## src/rtl/pipeline_stage.sv

```systemverilog
// Elastic pipeline register with valid/ready handshake, optional skid entry,
// synchronous flush and a saturating count of flushed entries.
module pipeline_stage #(
  parameter int DATA_W = 32,
  parameter int CTRL_W = 16,
  parameter int SKID   = 1
) (
  input  logic              clk,
  input  logic              rst,
  input  logic              flush,
  input  logic              in_valid,
  output logic              in_ready,
  input  logic [CTRL_W-1:0] in_ctrl,
  input  logic [DATA_W-1:0] in_data,
  output logic              out_valid,
  input  logic              out_ready,
  output logic [CTRL_W-1:0] out_ctrl,
  output logic [DATA_W-1:0] out_data,
  output logic [1:0]        occupancy,
  output logic [7:0]        flush_drops
);

  typedef enum logic [1:0] {
    EMPTY    = 2'd0,
    FULL     = 2'd1,
    SKIDFULL = 2'd2
  } state_t;

  state_t state, state_next;

  logic [CTRL_W-1:0] main_ctrl, skid_ctrl;
  logic [DATA_W-1:0] main_data, skid_data;
  logic              do_accept, do_release;
  logic              load_main, load_main_from_skid, load_skid;
  logic [1:0]        drop_inc;
  logic [8:0]        drop_sum;

  // The skid variant keeps in_ready free of any path from out_ready.
  generate
    if (SKID != 0) begin : g_skid_ready
      assign in_ready = (state != SKIDFULL) && !flush && !rst;
    end else begin : g_pass_ready
      assign in_ready = ((state == EMPTY) || out_ready) && !flush && !rst;
    end
  endgenerate

  assign out_valid  = (state != EMPTY);
  assign out_ctrl   = out_valid ? main_ctrl : '0;
  assign out_data   = main_data;
  assign do_accept  = in_valid && in_ready;
  assign do_release = out_valid && out_ready;

  always_comb begin
    occupancy = 2'd0;
    case (state)
      FULL:     occupancy = 2'd1;
      SKIDFULL: occupancy = 2'd2;
      default:  occupancy = 2'd0;
    endcase
  end

  always_comb begin
    state_next          = state;
    load_main           = 1'b0;
    load_main_from_skid = 1'b0;
    load_skid           = 1'b0;
    case (state)
      EMPTY: begin
        if (do_accept) begin
          load_main  = 1'b1;
          state_next = FULL;
        end
      end
      FULL: begin
        if (do_accept && do_release) begin
          load_main = 1'b1;
        end else if (do_accept) begin
          if (SKID != 0) begin
            load_skid  = 1'b1;
            state_next = SKIDFULL;
          end else begin
            load_main = 1'b1;
          end
        end else if (do_release) begin
          state_next = EMPTY;
        end
      end
      SKIDFULL: begin
        if (do_release) begin
          load_main_from_skid = 1'b1;
          state_next          = FULL;
        end
      end
      default: state_next = EMPTY;
    endcase
    if (flush) begin
      state_next          = EMPTY;
      load_main           = 1'b0;
      load_main_from_skid = 1'b0;
      load_skid           = 1'b0;
    end
  end

  always_ff @(posedge clk or posedge rst) begin
    if (rst) begin
      state <= EMPTY;
    end else begin
      state <= state_next;
    end
  end

  always_ff @(posedge clk or posedge rst) begin
    if (rst) begin
      main_ctrl <= '0;
      main_data <= '0;
      skid_ctrl <= '0;
      skid_data <= '0;
    end else if (flush) begin
      main_ctrl <= '0;
      main_data <= '0;
      skid_ctrl <= '0;
      skid_data <= '0;
    end else begin
      if (load_main) begin
        main_ctrl <= in_ctrl;
        main_data <= in_data;
      end else if (load_main_from_skid) begin
        main_ctrl <= skid_ctrl;
        main_data <= skid_data;
      end
      if (load_skid) begin
        skid_ctrl <= in_ctrl;
        skid_data <= in_data;
      end
    end
  end

  // An entry leaving downstream on the flushing edge is not a drop.
  assign drop_inc = occupancy - {1'b0, do_release};
  assign drop_sum = {1'b0, flush_drops} + {7'd0, drop_inc};

  always_ff @(posedge clk or posedge rst) begin
    if (rst) begin
      flush_drops <= 8'd0;
    end else if (flush) begin
      flush_drops <= drop_sum[8] ? 8'd255 : drop_sum[7:0];
    end
  end

endmodule
```

## config.mk

```make
export PLATFORM = sky130hd
export DESIGN_NAME = pipeline_stage
export DESIGN_NICKNAME = d
export VERILOG_FILES = /design/src/rtl/pipeline_stage.sv
export SDC_FILE = /design/constraint.sdc
export NUM_CORES = 1
export LEC_CHECK = 0
export CAP_MARGIN = 20
export CORE_MARGIN = 5
export CORE_UTILIZATION = 30
export CTS_BUF_LIST = sky130_fd_sc_hd__clkbuf_8
export DETAILED_ROUTE_END_ITERATION = 16
export GPL_TIMING_DRIVEN = 0
export SETUP_SLACK_MARGIN = 0.2
export SYNTH_ARGS = -nofsm -noshare
export SYNTH_HDL_FRONTEND = slang
export SYNTH_SLANG_ARGS = --single-unit
```

## constraint.sdc

```tcl
create_clock -name clk -period 4.9 [get_ports clk]
set_input_delay 0.98 -clock clk [delete_from_list [all_inputs] [get_ports clk]]
set_output_delay 0.98 -clock clk [all_outputs]
set_load 0.02 [all_outputs]
```

Word level (Yosys, flattened, before mapping):

Index checks and enable logic that the tools add are counted.

* register bits: 106
* latch bits: 0
* bits in writable memories: 0
* bits in read-only memories: 0
* word-level logic and storage cells: 57
* memories kept: 0

* add/subtract/negate cells: 2
* multiply operators: 0
* div/mod/pow operators: 0
* $lt $le $gt $ge: 0
* eq/ne operators: 7
* shift operators: 0
* muxes and demuxes: 30
* bitwise gates (word level): 0
* reductions and logical operators: 12

Operators with widths (count)
* $mux W32: 5
* $mux W16: 6
* $mux W2: 6
* $add A8 B2 Y9: 1
* $mux W1: 9
* $ne A3 B3 Y1 const B: 3
* $mux W8: 1
* $pmux W2 S3: 1
* $logic_and A1 B1 Y1: 5
* $ne A4 B4 Y1 const B: 1
* $pmux W2 S2: 1
* $reduce_and A4 Y1: 1
* $reduce_bool A2 Y1: 2
* $reduce_bool A3 Y1: 1
* $eq A2 B1 Y1 const B: 1
* $eq A2 B2 Y1 const B: 1
* $logic_not A1 Y1: 2
* $logic_not A2 Y1: 1
* $ne A2 B2 Y1 const B: 1
* $pmux W1 S2: 1
* $sub A2 B1 Y2: 1

Depth between registers and ports, before layout:

Gate-level depths: netlist of the first run.

* depth in word-level cells: 10
* mapped depth: 11

Worst setup path after synthesis of the first run:

No wires, ideal clock.

* kind: input to output
* from: input flush
* to: output in_ready
* arrival time: 1.881 ns
* slack: 2.039 ns
* stages on the path: 3
* path buffers: 2
* cell sequence: buf_2 buf_1 nor3_1

* cells in the longest elaborated chain, start to end: 3

Ends and longest elaborated chain
* start: declaration: RTL line 10 `input logic flush,`
* $logic_not A1 Y1: RTL line 41 `assign in_ready = (state != SKIDFULL) && !flush && !rst;`
* $logic_and A1 B1 Y1 (2 in series): RTL line 41
* end: declaration: RTL line 12 `output logic in_ready,`

Every way passes these cells.

Worst setup path after layout of the first run:

* from: register state[1]
* to: output out_ctrl[7]

* cells in the longest elaborated chain, start to end: 2

Ends and longest elaborated chain
* start: declaration: RTL line 29 `state_t state, state_next;`
* start signal: assignment: RTL line 108 `state <= state_next;`
* $reduce_bool A2 Y1: RTL line 47 `assign out_valid = (state != EMPTY);`
* $mux W16: RTL line 48 `assign out_ctrl = out_valid ? main_ctrl : '0;`
* end: declaration: RTL line 17 `output logic [CTRL_W-1:0] out_ctrl,`

Every way passes these cells.

==> results of run 1 <==
report_power, final:
group / leakage (nW) / internal (mW) / switching [mW]
clock: 0.0937 / 0.205 / 0.320
sequential: 1.46 / 0.906 / 0.0315
combinational: 1.09 / 0.143 / 0.162
total: 2.64 / 1.25 / 0.513
logic make-up after synthesis:
group / share of synthesized area, %
muxes: 10.63
and+or+nand+nor: 17.83
DFF: 52.79
AOI/OAI and AO/OA: 12.60
adders and majority gates: 1.394
xor gates and xnor gates: 0.3487
buffers and inverters: 4.407
flip-flops by register name (all words and copies together) (netlist names):
| signal | cells |
|---|---|
| main_ctrl | 16 |
| skid_data | 32 |
| flush_drops | 8 |
| state | 2 |
| out_data | 32 |
| skid_ctrl | 16 |
worst max-delay path, delay by kind of cell, from the launching register on:
| kind | cells | cell delay (ps) |
|---|---|---|
| buffers and inverters | 3 | 1110 |
| DFF | 1 | 390 |
| and+or+nand+nor | 2 | 690 |
how the worst min path moves through the flow:
stage	slack [ps]	endpoint	start	cells after the start
after floorplan	440	main_ctrl[0]	main_ctrl[0]	2
after global placement	460	main_ctrl[11]	main_ctrl[11]	2
after detailed placement	460	main_ctrl[4]	main_ctrl[4]	2
after CTS	480	main_ctrl[4]	main_ctrl[4]	2
after global routing	510	main_ctrl[1]	main_ctrl[1]	2
final	480	main_ctrl[4]	main_ctrl[4]	2
synthesized netlist by cell type, drive strengths merged (2+ instances only):
| cell type | instances |
|---|---|
| o21ai | 48 |
| a21oi | 53 |
| dfrtp | 106 |
| nand2b | 2 |
| clkbuf | 13 |
| nand4 | 2 |
| nor3 | 2 |
| ha | 4 |
| mux2i | 50 |
| inv | 6 |
| nand2 | 150 |
| and3 | 2 |
| nand3 | 3 |
| nor2b | 22 |
| mux2 | 3 |
| nor2 | 5 |
| buf | 21 |
per-stage QoR:
| stage | std cells | total power, mW | setup slack [ps] |
|---|---|---|---|
| global route | 856 | 1.862 | 1126 |
| global placement | 839 | 1.256 | -602.7 |
| CTS | 856 | 1.801 | 1285 |
| finish | 856 | 1.768 | 1348 |
| floorplan | 508 | 1.109 | 1131 |
| detailed placement | 840 | 1.268 | 1362 |
routing by layer:
layer | up-vias | part of all wire (%) | GRT usage [%]
met5 | - | 0 | 0
met4 | 0 | 1.5 | 4.325
met3 | 14 | 5.7 | 3.636
met2 | 97 | 48 | 22.29
met1 | 1884 | 45 | 16.82
li1 | 1945 | - | -
area by class of cell:
type                            instances  area [um2]
Sequential cell                       106        2653
Clock inverter                          6       47.55
Clock buffer                           10       137.6
Tap cell                              220       275.3
Timing Repair Buffer                  112        1139
Fill cell                            1621        9898
Multi-Input combinational cell        362        2151
Inverter                                6       25.02
Buffer                                 34       198.9
==> results.md, run 1 <==
* Status: complete, no violations
* Detailed Routing Iterations Pass 1 at 4
* Ranking of synthesized cells by area: dfrtp_1 (53%), nand2_1 (11%), mux2i_1 (10%)
* Die height at 139.4 um
* CTS H-tree lvls at 3
* DRC Markers at 0
* P per Cell Area at 266.8 nW/um2
* Vias in the first global route at 4146
* Routed wire length per instance at 14.79 um
* Drt total wl at 12660 um
* Async set-reset flop share out of synthesis at 100.0%
* Period utilization at 72.49%
* Total number of vias at 3940
* Yosys Warn Count at 0
* Worst-path cell chain: buf_4 > nor2_1 > clkbuf_1 > nor2b_1 > clkdlybuf4s50_1
* N_diodes at 0
* Hold-fix buffers at CTS at 0
* Layout Nets at 689
* Setup crit start kind: flop
* Seq cells post-synth at 106
* First-pass GRT wire length at 21230 um
* Post-synth EDFFs at 0
* Largest net degree at the start of global routing at 62
* Peak VDD IR at 260.3 uV
* Die width at 139.4 um
* Final HPWL DP at 9369 um
* Arrival time of the worst setup path at 2570 ps
* Top_reg_cell synth: dfrtp_1
* Placer Congestion at 0.7691
* Layout cells sized above 1 at 10.38%
* HP Class: flop to flop
* # rows at 47
* Vias/cell at 4.603
* Gr usage total at 13.35%
* CTS Buffer Depth at 2
* Critical Path Sink: out_ctrl[7]
* Syn_nets at 566
* Clock Tree Root: clkbuf_8
* Initial core utilization at 30.41%
* Sequential element share of the synthesized area at 52.79%
* Yosys cell types at 41
* Initial DRC count at 169
* Total negative slack at 0 ps
* Clk pin slew, worst setup/hold paths at 100 ps
* CTS resizes at 0
* Mapped Avg Cell Area at 9.891 um2
* Initial antenna violation count at 0
* Worst reg2reg path depth at 8
* Post-Syn Area at 5025 um2
* Worst clock skew at 13.11 ps
* CTS buffer count at 9
* Crit Path Class: flop to primary output
* TritonCTS clock tree: built
* Post-CTS Setup Bufs at 0
* Commonest non-fill, non-tap cell in the layout: nand2_1
* Achievable Freq at 281.5 MHz
* Critical R2R Capture: flush_drops[4]
* Max incr delay on CP at 600 ps
* DP Area at 6441 um2
* Core area at 16520 um2
* Critical path origin: state[1]
* IO Port Bufs at 111
* Worst hold slack at 476.2 ps
* Antenna viol nets, final at 0
* Slew margin rel. at 47.89%
* CP max FO at 10
* Post-synth top area cell: dfrtp_1
* Clock Sink Count at 106
* Minimum clock period at 3552 ps
* Area Growth Syn to Fin at 31.87%
* Finished Cell Area at 6626 um2
* Final setup viols at 0
* Synth Instances at 508
* P_leak at 2.640 nW
* Unrepaired setup endpoints after global routing: false
* Die Area at 19440 um2
* Max Slew Vio Count at 0
* Slowest CP cell: nor2_1
* Actual slew at the worst max-slew pin at 778.7 ps
* Overflow after GRT at 0
* Crit path required time at 3920 ps
* Crit path capture type: primary output
* Final core occ at 40.10%
* Yosys top cell area share at 52.79%
* R2R Path Start: state[1]
* Clock latency on the worst-skew pair at 380 ps
* Max-cap violations at 0
* Internal reg-to-reg setup slack at 2010 ps
* Commonest non-fill, non-tap cells in the layout: nand2_1 (150), clkdlybuf4s50_1 (111), dfrtp_1 (106)
* Final hold vios at 0
* I/O pin cnt at 113
No activity file was read; power rests on OpenSTA's default activity.
==> run 2, diff against run 1 <==
==> constraint.sdc (replaced) <==
create_clock -name clk -period 3.35 [get_ports clk]
set_input_delay 0.67 -clock clk [delete_from_list [all_inputs] [get_ports clk]]
set_output_delay 0.67 -clock clk [all_outputs]
set_load 0.02 [all_outputs]
==> results.md, run 2 (synthesized netlist as in run 1, its figures left out) <==
* Status: complete, no violations
* Setup WS pre-CTS at 193.2 ps (-1169 ps)
* Arrival time of the worst setup path at 2280 ps (-290 ps)
* Final cell count without fillers at 857 (+0.12%)
* Worst hold slack at 476.1 ps (-0.1080 ps)
* Total number of vias at 3929 (-0.28%)
* Period utilization at 88.20%
* Worst clock skew at 9.270 ps (-3.837 ps)
* Overflow after GRT at 0 (unchanged)
* Area Growth Syn to Fin at 32.57%
* Largest net degree at the start of global routing at 42 (-32%)
* Setup crit start kind: flop
* Placed Instances at 841 (+0.12%)
* Met2 GRT Util at 23.26% (+0.97 points)
* Peak VDD IR at 292.1 uV (+12%)
* Crit Path Class: flop to primary output
* Clk pin slew, worst setup/hold paths at 100 ps (about the same)
* Vias in the first global route at 4178 (+0.77%)
* Layout Nets at 690 (+0.15%)
* Commonest non-fill, non-tap cell in the layout: nand2_1
* Actual slew at the worst max-slew pin at 766.6 ps (-12.11 ps)
* Post-CTS Setup Bufs at 0 (unchanged)
* Vias/cell at 4.585 (-0.40%)
* Total negative slack at 0 ps (unchanged)
* First-pass GRT wire length at 21530 um (+1.4%)
* Final hold vios at 0 (unchanged)
* Slew margin rel. at 48.78% (+0.89 points)
* I/O pin cnt at 113 (unchanged)
* # rows at 47 (unchanged)
* Detailed Routing Iterations Pass 1 at 4 (unchanged)
* Max-cap violations at 0 (unchanged)
* Core area at 16520 um2 (unchanged)
* Drt total wl at 13180 um (+4.1%)
* Crit path required time at 2680 ps (-1240 ps)
* Unrepaired setup endpoints after global routing: false
* IO Port Bufs at 111 (unchanged)
* Routed wire length per instance at 15.38 um (+4.0%)
* TritonCTS clock tree: built
* Initial core utilization at 30.41% (unchanged)
* Hold-fix buffers at CTS at 0 (unchanged)
* CP max FO at 10 (unchanged)
* Layout cells sized above 1 at 10.83% (+0.45 points)
* Placer Congestion at 0.7502 (-2.5%)
* Die width at 139.4 um (unchanged)
* Initial antenna violation count at 0 (unchanged)
* Max Slew Vio Count at 0 (unchanged)
* Clock Sink Count at 106 (unchanged)
* Routing usage on met1 at 16.85% (+0.032 points)
* Global routing's busiest layer: met2
* Antenna viol nets, final at 0 (unchanged)
* Clock latency on the worst-skew pair at 390 ps (about the same)
* Initial DRC count at 189 (+12%)
* P per Cell Area at 397.9 nW/um2 (+49%)
* Final setup viols at 0 (unchanged)
* N_diodes at 0 (unchanged)
* Crit path capture type: primary output
* Die Area at 19440 um2 (unchanged)
* GRT met3 Usage at 3.808% (+0.17 points)
* Clock Tree Root: clkbuf_8
* CTS Buffer Depth at 2 (unchanged)
* Minimum clock period at 2955 ps
* Commonest non-fill, non-tap cells in the layout: nand2_1 (150), clkdlybuf4s50_1 (111), dfrtp_1 (106)
* Gr usage total at 13.67% (+0.32 points)
* Final core occ at 40.31% (+0.21 points)
* Die height at 139.4 um (unchanged)
* P_leak at 2.649 nW (+0.34%)
* CTS buffer count at 9 (unchanged)
* CTS H-tree lvls at 3 (unchanged)
* Min setup slack post-route at 395.4 ps (-952.8 ps)
* Achievable Freq at 338.5 MHz
* DRC Markers at 0 (unchanged)
* HP Class: flop to flop
* Final HPWL DP at 9726 um (+3.8%)
-- run 2: final cells by class --
| class | count | area (um2) |
|---|---|---|
| fillers | 1622 | 9863 |
| flip-flops and latches | 106 | 2653 |
| multi-input cells | 362 | 2153 |
| repair buffers | 113 | 1151 |
| well taps | 220 | 275.3 |
| plain buffers | 34 | 200.2 |
| clock buffers | 9 | 123.9 |
| clock inverters | 7 | 78.83 |
| inverters | 6 | 26.28 |
-- run 2: metal layers --
metal  vias up  part of all wire (%)
li1       1943                     -
met1      1888                    45
met2        87                    49
met3        11                   5.2
met4         0                   1.3
met5         -                     0
-- run 2: report_power, final --
part           internal [mW]  total (mW)  switching (mW)
Combinational          0.212       0.450           0.238
Clock                  0.352       0.829           0.477
Sequential              1.33        1.37          0.0462
-- run 2: what timing repair did --
action / CTS / global route
resized for setup: 1 / 2
hold endpoints to repair: 0 / 0
setup endpoints to repair: 10 / 10
-- run 2: final timing paths --
path,start,to,slack (ps),cells after the start
max,state[1],out_ctrl[10],400,5
max reg2reg,state[1],flush_drops[4],720,8
max in group asynchronous,rst,main_ctrl[4],1730,3
min,main_ctrl[4],main_ctrl[4],480,2
min in group asynchronous,rst,flush_drops[2],960,2
min reg2reg,main_ctrl[4],main_ctrl[4],480,2
-- run 2: worst max-delay path: stages (launching register included) --
cell and delay (ps):
dfrtp_1 390, buf_4 180, nor2_2 400, clkbuf_2 300
nor2b_1 80, clkdlybuf4s50_1 550
-- run 2: through the flow --
| stage | power, mW | cell area (um2) |
|---|---|---|
| final | 2.650 | 6661 |
| after floorplan | 1.622 | 5029 |
| after global routing | 2.769 | 6661 |
| after CTS | 2.686 | 6660 |
| after global placement | 1.839 | 6415 |
| after detailed placement | 1.855 | 6455 |
==> run 3, diff against run 2 <==
--- a/config.mk
+++ b/config.mk
@@ -6,6 +6,7 @@
 export NUM_CORES = 1
 export LEC_CHECK = 0
 export CAP_MARGIN = 20
+export CORE_ASPECT_RATIO = 2
 export CORE_MARGIN = 5
 export CORE_UTILIZATION = 30
 export CTS_BUF_LIST = sky130_fd_sc_hd__clkbuf_8
==> constraint.sdc (replaced) <==
create_clock -name clk -period 2.69 [get_ports clk]
set_input_delay 0.538 -clock clk [delete_from_list [all_inputs] [get_ports clk]]
set_output_delay 0.538 -clock clk [all_outputs]
set_load 0.02 [all_outputs]
==> results.md, run 3 (synthesized netlist as in run 1, its figures left out) <==
* Comb pwr share at 17.5% (+0.5 points)
* Initial DRC count at 86 (-54%)
* Clock Tree Root: clkbuf_8
* DP Area at 6439 um2 (-0.25%)
* Placer Congestion at 0.7393 (-1.5%)
* Final HPWL DP at 9171 um (-5.7%)
* Area Growth Syn to Fin at 33.22%
* P per Cell Area at 481.0 nW/um2 (+21%)
* Sequential share of power at 53.1% (+1.3 points)
* Worst clock skew at 14.86 ps (+5.589 ps)
* Gr usage total at 13.10% (-0.56 points)
* Setup crit start kind: flop
* Core area at 16600 um2 (+0.45%)
* CTS Buffer Depth at 2 (unchanged)
* Antenna viol nets, final at 0 (unchanged)
* Int Power at 2.293 mW (+21%)
* Initial antenna violation count at 0 (unchanged)
* Sw Share at 28.78% (+0.071 points)
* Final setup viols at 0 (unchanged)
* Worst reg2reg path depth at 11 (+3)
* R2R Path Start: state[1]
* Die Area at 19590 um2 (+0.81%)
* CTS H-tree lvls at 3 (unchanged)
* Arrival time of the worst setup path at 2630 ps (+350 ps)
* Layout cells sized above 1 at 12.17% (+1.3 points)
* Minimum clock period at 2358 ps
* Total negative slack at 0 ps (unchanged)
* Crit path capture type: flop
* Routing usage on met1 at 17.21% (+0.35 points)
* Largest net degree at the start of global routing at 41 (-2.4%)
* Vias/cell at 4.596 (+0.24%)
* Commonest non-fill, non-tap cells in the layout: nand2_1 (150), dfrtp_1 (105), clkdlybuf4s50_1 (98)
* Total number of vias at 3897 (-0.81%)
* Hold-fix buffers at CTS at 0 (unchanged)
* CP max FO at 8 (-2)
* P_leak at 2.756 nW (+4.0%)
* Vias in the first global route at 3963 (-5.1%)
* Die width at 101.5 um (-27%)
* Clock Sink Count at 106 (unchanged)
* CTS buffer count at 9 (unchanged)
* Crit Path Class: flop to flop
* Commonest non-fill, non-tap cell in the layout: nand2_1
* Peak VDD IR at 398.4 uV (+36%)
* Max-cap violations at 0 (unchanged)
* Placed Instances at 828 (-1.5%)
* Slew margin rel. at 41.90% (-6.9 points)
* Max Slew Vio Count at 0 (unchanged)
* Period utilization at 87.65%
* Status: complete, no violations
* Fill cells at 1698 (+4.7%)
* Die height at 193.0 um (+38%)
* I/O pin cnt at 113 (unchanged)
* DRC Markers at 0 (unchanged)
* Detailed Routing Iterations Pass 1 at 4 (unchanged)
* HP Class: flop to flop
* Overflow after GRT at 0 (unchanged)
* Drt total wl at 12410 um (-5.9%)
* Internal reg-to-reg setup slack at 330 ps (-390 ps)
* Hold Startpoint: main_ctrl[8]
* Global routing's busiest layer: met2
* Met2 GRT Util at 20.36% (-2.9 points)
* Worst Hold Endpoint: main_ctrl[8]
* Clk pin slew, worst setup/hold paths at 110 ps (about the same)
* Achievable Freq at 424.1 MHz
* GRT met3 Usage at 4.393% (+0.59 points)
* Finished Cell Area at 6694 um2 (+0.49%)
* Final cell count without fillers at 848 (-1.1%)
* Critical R2R Capture: flush_drops[4]
* N_diodes at 0 (unchanged)
* Clock latency on the worst-skew pair at 380 ps (about the same)
* Actual slew at the worst max-slew pin at 869.7 ps (+103.1 ps)
* # rows at 67 (+43%)
* Crit path required time at 2960 ps (+280 ps)
* Final hold vios at 0 (unchanged)
* Clock Power Share at 29.4% (-1.9 points)
* Unrepaired setup endpoints after global routing: false
* Routed wire length per instance at 14.63 um (-4.9%)
* NetSw at 0.9265 mW (+22%)
* Initial core utilization at 30.27% (-0.14 points)
* Layout Nets at 694 (+0.58%)
* Hold path depth at 2 (unchanged)
* TritonCTS clock tree: built
* IO Port Bufs at 111 (unchanged)
* First-pass GRT wire length at 20220 um (-6.1%)
[run 3: how the worst max path moves through the flow]
stage | slack [ps] | startpoint | cells after the start | end
6_report | 330 | state[1] | 11 | flush_drops[4]
5_1_grt | 190 | state[1] | 12 | flush_drops[5]
4_1_cts | 180 | state[1] | 5 | out_ctrl[7]
3_5_place_dp | -320 | out_ready | 9 | flush_drops[4]
3_3_place_gp | -510 | rst | 2 | out_data[12]
2_1_floorplan | 230 | state[1] | 8 | flush_drops[4]
[run 3: worst max-delay path, stage by stage, from the launching register on]
cell,delay [ps]
dfrtp_1,380
buf_6,130
nor2_4,50
buf_12,140
nor2b_2,130
inv_1,60
ha_1,270
inv_1,40
ha_1,210
fa_2,420
nand4_1,120
mux2_2,330
[run 3: metal layers]
metal	up-vias	routed length, um
li1	1958	-
met3	11	1030
met5	-	0
met1	1809	5561
met2	119	5627
met4	0	186
[run 3: power by group through the flow]
stage / Clock [mW] / Sequential, mW / Combinational, mW
floorplan: 0 / 1.79 / 0.229
global placement: 0 / 1.74 / 0.554
detailed placement: 0 / 1.74 / 0.565
CTS: 0.997 / 1.71 / 0.572
global route: 1.06 / 1.73 / 0.620
finish: 0.946 / 1.71 / 0.563
[run 3: what timing repair did]
item                       in CTS  in global routing
gates resized for setup        17                  7
setup buffers                   1                  3
pin swaps                       1                  1
setup endpoints to repair      26                 13
[run 3: through the flow]
step           utilization (%)  power [mW]  hold slack [ps]  setup WS (ps)
2_1_floorplan                -       2.020            442.2          234.7
3_3_place_gp             38.55       2.292            457.4         -509.1
3_5_place_dp             38.79       2.304            459.7         -315.9
4_1_cts                  40.04       3.280            483.3          178.1
5_1_grt                  40.33       3.405            494.3          193.6
6_report                 40.33       3.220            476.7          332.1
[run 3: area by class of cell]
class | instances | area, um2 | share of cell area [%]
Inverter | 6 | 26.28 | 0.3925
Sequential cell | 106 | 2654 | 39.64
Clock buffer | 10 | 137.6 | 2.056
Clock inverter | 6 | 48.80 | 0.7290
Multi-Input combinational cell | 362 | 2176 | 32.50
Timing Repair Buffer | 117 | 1185 | 17.70
Tap cell | 207 | 259.0 | 3.869
Buffer | 34 | 207.7 | 3.103
